`src/rtl/rom_fetch_ctrl.sv`:
```
// rom_fetch_ctrl: instruction-fetch sequencer for the 1-bit computer's program ROM.
// Holds the program counter, drives the synchronous ROM (1-cycle read latency) and
// presents each instruction to the core over a valid/ready handshake.
// Optional build macro ROM_FETCH_CNT_EN adds a 16-bit saturating count of accepted
// instructions on fetch_cnt_o; without it fetch_cnt_o is tied to zero.
module rom_fetch_ctrl #(
    parameter int unsigned          ADR_W     = 8,
    parameter int unsigned          DAT_W     = 32,
    parameter logic [ADR_W-1:0]     RESET_ADR = '0,
    parameter logic [ADR_W-1:0]     LAST_ADR  = '1
) (
    input  logic                    clk_i,
    input  logic                    rst_i,
    input  logic                    run_i,
    output logic [ADR_W-1:0]        rom_adr_o,
    input  logic [DAT_W-1:0]        rom_dat_i,
    output logic [DAT_W-1:0]        ins_o,
    output logic                    ins_vld_o,
    input  logic                    ins_rdy_i,
    input  logic                    jmp_i,
    input  logic [ADR_W-1:0]        jmp_adr_i,
    output logic [ADR_W-1:0]        pc_o,
    output logic [15:0]             fetch_cnt_o
);

    typedef enum logic [1:0] {
        StIdle  = 2'b00,
        StFetch = 2'b01,
        StValid = 2'b10
    } state_e;

    state_e             state_q, state_d;
    logic [ADR_W-1:0]   pc_q, pc_d;
    logic [ADR_W-1:0]   pc_seq;
    logic [ADR_W-1:0]   pc_next;
    logic               hs;

    // Sequential successor: wrap at LAST_ADR, otherwise natural modulo-2^ADR_W increment
    // (covers jump targets above LAST_ADR, which count up until they roll over).
    always_comb begin
        if (pc_q == LAST_ADR) begin
            pc_seq = RESET_ADR;
        end else begin
            pc_seq = pc_q + ADR_W'(1);
        end
    end

    // A jump only matters in the handshake cycle; elsewhere pc_next is simply unused.
    always_comb begin
        pc_next = jmp_i ? jmp_adr_i : pc_seq;
    end

    // Handshake is only possible while an instruction is presented.
    always_comb begin
        hs = (state_q == StValid) && ins_rdy_i;
    end

    // Next-state and output decode for the fetch FSM.
    always_comb begin
        state_d   = state_q;
        pc_d      = pc_q;
        ins_vld_o = 1'b0;
        unique case (state_q)
            StIdle: begin
                if (run_i) begin
                    state_d = StFetch;
                end
            end
            StFetch: begin
                // ROM samples rom_adr_o at the closing edge; run_i cannot abort.
                state_d = StValid;
            end
            StValid: begin
                ins_vld_o = 1'b1;
                if (hs) begin
                    pc_d    = pc_next;
                    state_d = run_i ? StFetch : StIdle;
                end
            end
            default: begin
                state_d = StIdle;
            end
        endcase
    end

    // State and program-counter registers; reset wins over any handshake.
    always_ff @(posedge clk_i) begin
        if (rst_i) begin
            state_q <= StIdle;
            pc_q    <= RESET_ADR;
        end else begin
            state_q <= state_d;
            pc_q    <= pc_d;
        end
    end

    // pc is held through VALID, so the ROM output stays stable while presented.
    always_comb begin
        rom_adr_o = pc_q;
        pc_o      = pc_q;
        ins_o     = ins_vld_o ? rom_dat_i : '0;
    end

`ifdef ROM_FETCH_CNT_EN
    logic [15:0] cnt_q, cnt_d;

    // Saturating count of accepted instructions.
    always_comb begin
        cnt_d = cnt_q;
        if (hs && (cnt_q != 16'hFFFF)) begin
            cnt_d = cnt_q + 16'd1;
        end
    end

    // Counter register, cleared by reset.
    always_ff @(posedge clk_i) begin
        if (rst_i) begin
            cnt_q <= 16'h0000;
        end else begin
            cnt_q <= cnt_d;
        end
    end

    assign fetch_cnt_o = cnt_q;
`else
    assign fetch_cnt_o = 16'h0000;
`endif

`ifndef SYNTHESIS
    // Presented instruction is never retracted and pc never moves without a handshake.
    a_vld_held: assert property (@(posedge clk_i) disable iff (rst_i)
        (ins_vld_o && !ins_rdy_i) |=> (ins_vld_o && $stable(pc_q)));

    // Every VALID is preceded by exactly one FETCH cycle.
    a_fetch_to_valid: assert property (@(posedge clk_i) disable iff (rst_i)
        (state_q == StFetch) |=> (state_q == StValid));

    // Only the three legal encodings are ever reached.
    a_state_legal: assert property (@(posedge clk_i)
        (state_q == StIdle) || (state_q == StFetch) || (state_q == StValid));
`endif

endmodule
```
`config.mk`:
```
export PLATFORM = sky130hd
export DESIGN_NAME = rom_fetch_ctrl
export DESIGN_NICKNAME = d
export VERILOG_FILES = /design/src/rtl/rom_fetch_ctrl.sv
export SDC_FILE = /design/constraint.sdc
export NUM_CORES = 1
export LEC_CHECK = 0
export ABC_CLOCK_PERIOD_IN_PS = 2800
export BUFFER_PORTS_ARGS = -buffer_cell sky130_fd_sc_hd__buf_2
export CORE_MARGIN = 3
export CORE_UTILIZATION = 37
export CTS_CLUSTER_SIZE = 14
export DETAILED_ROUTE_END_ITERATION = 6
export HOLD_SLACK_MARGIN = 0.05
export PLACE_DENSITY = 0.86
export SLEW_MARGIN = 10
export SYNTH_ARGS = -nofsm -noshare
export SYNTH_HDL_FRONTEND = slang
export SYNTH_SLANG_ARGS = --single-unit
```
`constraint.sdc`:
```
create_clock -name clk_i -period 2.8 [get_ports clk_i]
set_input_delay 0.56 -clock clk_i [delete_from_list [all_inputs] [get_ports clk_i]]
set_output_delay 0.56 -clock clk_i [all_outputs]
set_load 0.005 [all_outputs]
```
==> metrics, run 1 <==
status=complete, no violations; Final #Nets=approximately 260; core area=approximately 2500 um2; r2r endpoint=pc_o[6]; top cell type by total area after synthesis=and2_1; Hold EP=state_q[0]; post_cts resized=0; Initial Util=39.68%; final setup fails=0; register area share after synthesis=between 10% and 20%; Worst R2R Start=state_q[0]; hold path cells=2; startpoint class of the critical path=register; max-cap violations=0; pre-CTS WS=0.8859 ns; DR pass1 iterations=4; post-route setup slack=about 0.64 ns; post-layout min period=between 2 and 2.5 ns; CTS clk-pin slew, worst paths=around 0.060 ns; via/cell ratio=4.643; Post-synth EDFFs=0; drt wl/cell=roughly 12 um; critical path data required time=approximately 2.2 ns; die height=58.24 um; area growth from synthesis to layout=34.94%; TNS Setup=0 ns; Fillers=268; Core Rows=18; postcts setup bufs=0; RD Place Congestion=around 0.86; most frequent cell after synthesis=and2_1; worst-case reg-to-reg path depth=4; Post-Synthesis Cells=about 130; gr usage total=between 10% and 20%; FF+latch count, synth=10; Top FF cell, synth=dfxtp_1; Crit. End Element=output pin; Mapped Area=~1000 um2; share of the synthesized area in the top cell type=roughly a fifth; Final ANT Viol Nets=0; initial antenna violation count=0; Area contributors post-synth=and2_1 (20%), dfxtp_1 (20%), buf_4 (19%); H-Tree Depth=1; dpl hpwl=around 2.3 mm; final core area utilization=53.54%; CTS tree=done; Worst-Skew Late Latency=between 0.2 and 0.3 ns; largest net degree at the start of global routing=35; total grt overflow=0; Setup CP Type=reg -> out; DRC viols=0; Worst Hold Class=in -> reg; VDD IR-drop max=0.2912 mV; HP Start=run_i; IO Port Bufs=93; top post-synthesis cells by count=and2_1 (32), buf_4 (25), dfxtp_1 (10); Worst EP arrival=~1.6 ns; Tcrit/Tclk final=just under 80%; Clock Skew=0.003248 ns; Die ar.=between 3000 and 4000 um2; area of the multi-input gates=629.4 um2; storage element area=~200 um2; Routed WL=~2.9 mm; Netlist cell types=38; leak pwr=0.8053 nW; Power Total=~0.00034 W; Crit Path Max Fanout=34; clock buffer depth=2; Max-slew headroom=a little over half; die width=just under 60 um; Mapped Avg Cell Area=7.708 um2; number of global-route vias before repair=1037; n_diodes=0; root buf cell=clkbuf_4; CTS Hold Buffers Added=0; flop2flop setup slack=1.04 ns; Max Slew Vio Count=0; ys async rst share=0%; fmax=0.4638 GHz; Sinks on Clock Net=10; yosys warns=0; total CTS buffers=3; drt initial violations=36; Via Count=1119; share of layout cells above drive strength 1=between 40 and 50%; Final Hold Fails=0; first-pass GRT wire length=roughly 4.3 mm; I/O pin cnt=110; RSZ-0062 raised after global routing=false; Worst Max-Slew Pin Slew=just over 0.7 ns; cell area power density=approximately 250 nW/um2
-- worst max path at each step --
stage | from | slack (ns) | depth (start not counted) | endpoint
finish | state_q[0] | 0.64 | 3 | ins_o[25]
global route | state_q[0] | 0.48 | 3 | ins_o[25]
CTS | state_q[0] | 0.60 | 3 | ins_o[0]
detailed placement | state_q[0] | 0.89 | 3 | ins_o[0]
global placement | state_q[0] | 0.92 | 3 | ins_o[0]
floorplan | state_q[0] | 1.28 | 3 | ins_o[22]
-- layout by cell type (no fill, tap or decap), types with 2 or more instances in the layout --
master / count
and2_1: 32
inv_1: 2
nor3_1: 2
mux2i_1: 2
buf_2: 93
conb_1: 16
nand3b_1: 2
nor2_1: 6
and2_2: 2
a31oi_1: 4
a211oi_1: 4
nand2_1: 6
o21ai_0: 4
dfxtp_1: 10
a21oi_1: 3
clkbuf_4: 3
nand3_1: 2
-- layout make-up --
class                           instances  area share, %
Multi-Input combinational cell        103          46.19
Tap cell                               30          2.755
Clock buffer                            3          1.653
Inverter                                2         0.5510
Sequential cell                        10          14.69
Timing Repair Buffer                   93          34.16
-- cell families (layout without fill, tap and decap cells) --
logic type      after synthesis  after routing  share of synthesized area, %
mux                           3              3                         3.098
simple gates                 61             61                         36.31
flops                        10             10                         19.83
fa+ha+maj                     1              1                         1.239
other cells                   1             16                        0.3714
compound gates               22             22                         15.74
buf+inv                      33             98                         23.42
-- stage by stage --
step | instance area (um2) | instances | hold WS [ns]
2_1_floorplan | 1066 | 146 | 0.5094
3_3_place_gp | 1340 | 238 | 0.5263
3_5_place_dp | 1340 | 238 | 0.5520
4_1_cts | 1363 | 241 | 0.5210
5_1_grt | 1363 | 241 | 0.5232
6_report | 1363 | 241 | 0.5239
-- per-layer routing --
layer	share of wire (%)	global-route usage, %
met1	38	18.21
met5	0	0
met2	49	29.19
met3	13	6.013
met4	0	1.987
-- worst max-delay path: stages, from the launching register on --
cell,delay [ns]
dfxtp_1,0.33
and2b_1,0.67
and2_1,0.23
buf_2,0.11
-- registers in the layout, indices dropped and copies added, names as in the netlist --
register	flops
pc_o	8
state_q	2
-- power by group --
group	total, W	switching, W	internal, W
Clock	0.0000951	0.0000456	0.0000495
Combinational	0.0000940	0.0000434	0.0000506
Sequential	0.000153	0.00000590	0.000147
Note: power is estimated with default switching activity, not from simulation.
==> run 2, diff against run 1 <==
ABC_CLOCK_PERIOD_IN_PS = 1940   (was 2800)
CORE_UTILIZATION = 31   (was 37)
PLACE_DENSITY = 0.76   (was 0.86)
clock period = 1.94 ns   (was 2.8 ns; I/O delays follow)
==> run 2 against run 1 <==
- global-route usage down 1.0 points
- clock skew up 0.0017 ns
- worst hold slack worse by 0.18 ns
- cell area up 1.8%
- die area up 17%
- total power up 47%
- via count up 2.9%
- final cell count up 6.2%
- critical path depth up 1
- non-clock buffer count up 1
- first-iteration DRC count up 100%
- highest routed layer is now met4
==> metrics, run 2 (synthesis results as in run 1) <==
Worst EP arrival=approximately 1.3 ns; DR pass1 iterations=4; core area=3078 um2; Routed WL=just over 3 mm; IO Port Bufs=between 90 and 100; max-cap violations=0; Worst-Skew Late Latency=between 0.2 and 0.3 ns; postcts setup bufs=0; storage element area=between 200 and 250 um2; Max Slew Vio Count=0; Fillers=approximately 330; DRC viols=0; HP Start=run_i; drt initial violations=72; Setup CP Type=reg -> out; Final Hold Fails=0; Worst R2R Start=pc_o[0]; I/O pin cnt=110; CTS Hold Buffers Added=0; hold slack final=about 0.35 ns; die width=around 63 um; Core Rows=20; number of global-route vias before repair=between 1000 and 1500; area growth from synthesis to layout=37.42%; Sinks on Clock Net=10; Crit-path slowest cell=dfxtp_1; Hold EP=state_q[0]; critical path data required time=approximately 1.6 ns; r2r endpoint=pc_o[0]; largest net degree at the start of global routing=35; commonest non-fill, non-tap cells in the layout=buf_2 (93), and2_1 (32), conb_1 (16), dfxtp_1 (10); worst-case reg-to-reg path depth=5; H-Tree Depth=1; root buf cell=clkbuf_4; hold path cells=2; initial antenna violation count=0; Clock Skew=about 0.005 ns; fmax=slightly below 0.6 GHz; Via Count=roughly 1200; flop2flop setup slack=0.41 ns; total CTS buffers=3; CTS clk-pin slew, worst paths=0.06 ns; via/cell ratio=approximately 4.5; post_cts resized=0; n_diodes=0; Initial Util=about 33%; final setup fails=0; critical path, cell by cell=and2b_1 -> buf_4 -> and2_1 -> buf_2; die height=63.07 um; Die ar.=about 4000 um2; RSZ-0062 raised after global routing=false; Tcrit/Tclk final=a little under 90%; Crit path largest cell delay=between 0.3 and 0.4 ns; RD Place Congestion=~0.86; cell area power density=about 360 nW/um2; post-layout min period=1.721 ns; CTS tree=done; Worst Hold Class=in -> reg; leak pwr=just over 0.8 nW; Crit Path Max Fanout=34; clock buffer depth=2; drt wl/cell=between 10 and 15 um; VDD IR-drop max=between 0.1 and 0.15 mV; first-pass GRT wire length=about 5 mm; area of the multi-input gates=around 630 um2; gr usage total=~15%; Final #Nets=260; Final ANT Viol Nets=0; Crit. End Element=output pin; leading cell type in the layout, fill and taps excluded=buf_2; total grt overflow=0; WP buf/inv=2; TNS Setup=0 ns; critical path's top delay family=flip-flops; startpoint class of the critical path=register; share of layout cells above drive strength 1=roughly half; max reg flops=8; dpl hpwl=2.430 mm; status=complete, no violations
==> run 2: cell count changes in the layout (fill, tap and decap cells not counted) <==
cell,before,now
buf_4,0,1
==> run 2: worst max-delay path by stage <==
stage                from  cells after the start   endpoint  slack, ns
6_report       state_q[0]                      4   ins_o[6]       0.22
5_1_grt        state_q[0]                      4  ins_o[21]       0.07
4_1_cts        state_q[0]                      4  ins_o[28]       0.20
3_5_place_dp      pc_o[0]                      5    pc_o[0]       0.41
3_3_place_gp      pc_o[0]                      5    pc_o[0]       0.50
2_1_floorplan     pc_o[0]                      5    pc_o[0]       0.56
==> run 2: cell type report <==
type                    count  share of cell area [%]
well taps                  44                   3.968
clock buffers               3                   1.623
inverters                   2                  0.5410
flip-flops and latches     10                   14.43
repair buffers             94                   34.08
multi-input cells         103                   45.36
==> run 2: report_power, final <==
group / switching (W) / internal [W] / total [W] / leakage, nW
Combinational: 0.0000635 / 0.0000743 / 0.000138 / 0.716
Sequential: 0.00000810 / 0.000212 / 0.000220 / 0.0811
Clock: 0.0000719 / 0.0000717 / 0.000144 / 0.0138
Total: 0.000144 / 0.000358 / 0.000501 / 0.811
==> run 2: routing by layer <==
metal  vias to the layer above  GRT usage, %  share of wire [%]
li1                        569             -                  -
met1                       496         16.45                 39
met2                        82         26.22                 47
met3                         4         6.952                 13
met4                         0         3.306                1.1
met5                         -             0                  0
==> run 2: stage by stage <==
step / utilization (%) / worst slack [ns] / cell area, um2 / std cells / total power (W)
floorplan: - / 0.5628 / 1066 / 146 / 0.0003176
global placement: 44.35 / 0.4962 / 1365 / 253 / 0.0003606
detailed placement: 44.35 / 0.4069 / 1365 / 253 / 0.0003623
CTS: 45.08 / 0.1981 / 1388 / 256 / 0.0005103
global route: 45.08 / 0.07087 / 1388 / 256 / 0.0005413
finish: 45.08 / 0.2190 / 1388 / 256 / 0.0005013
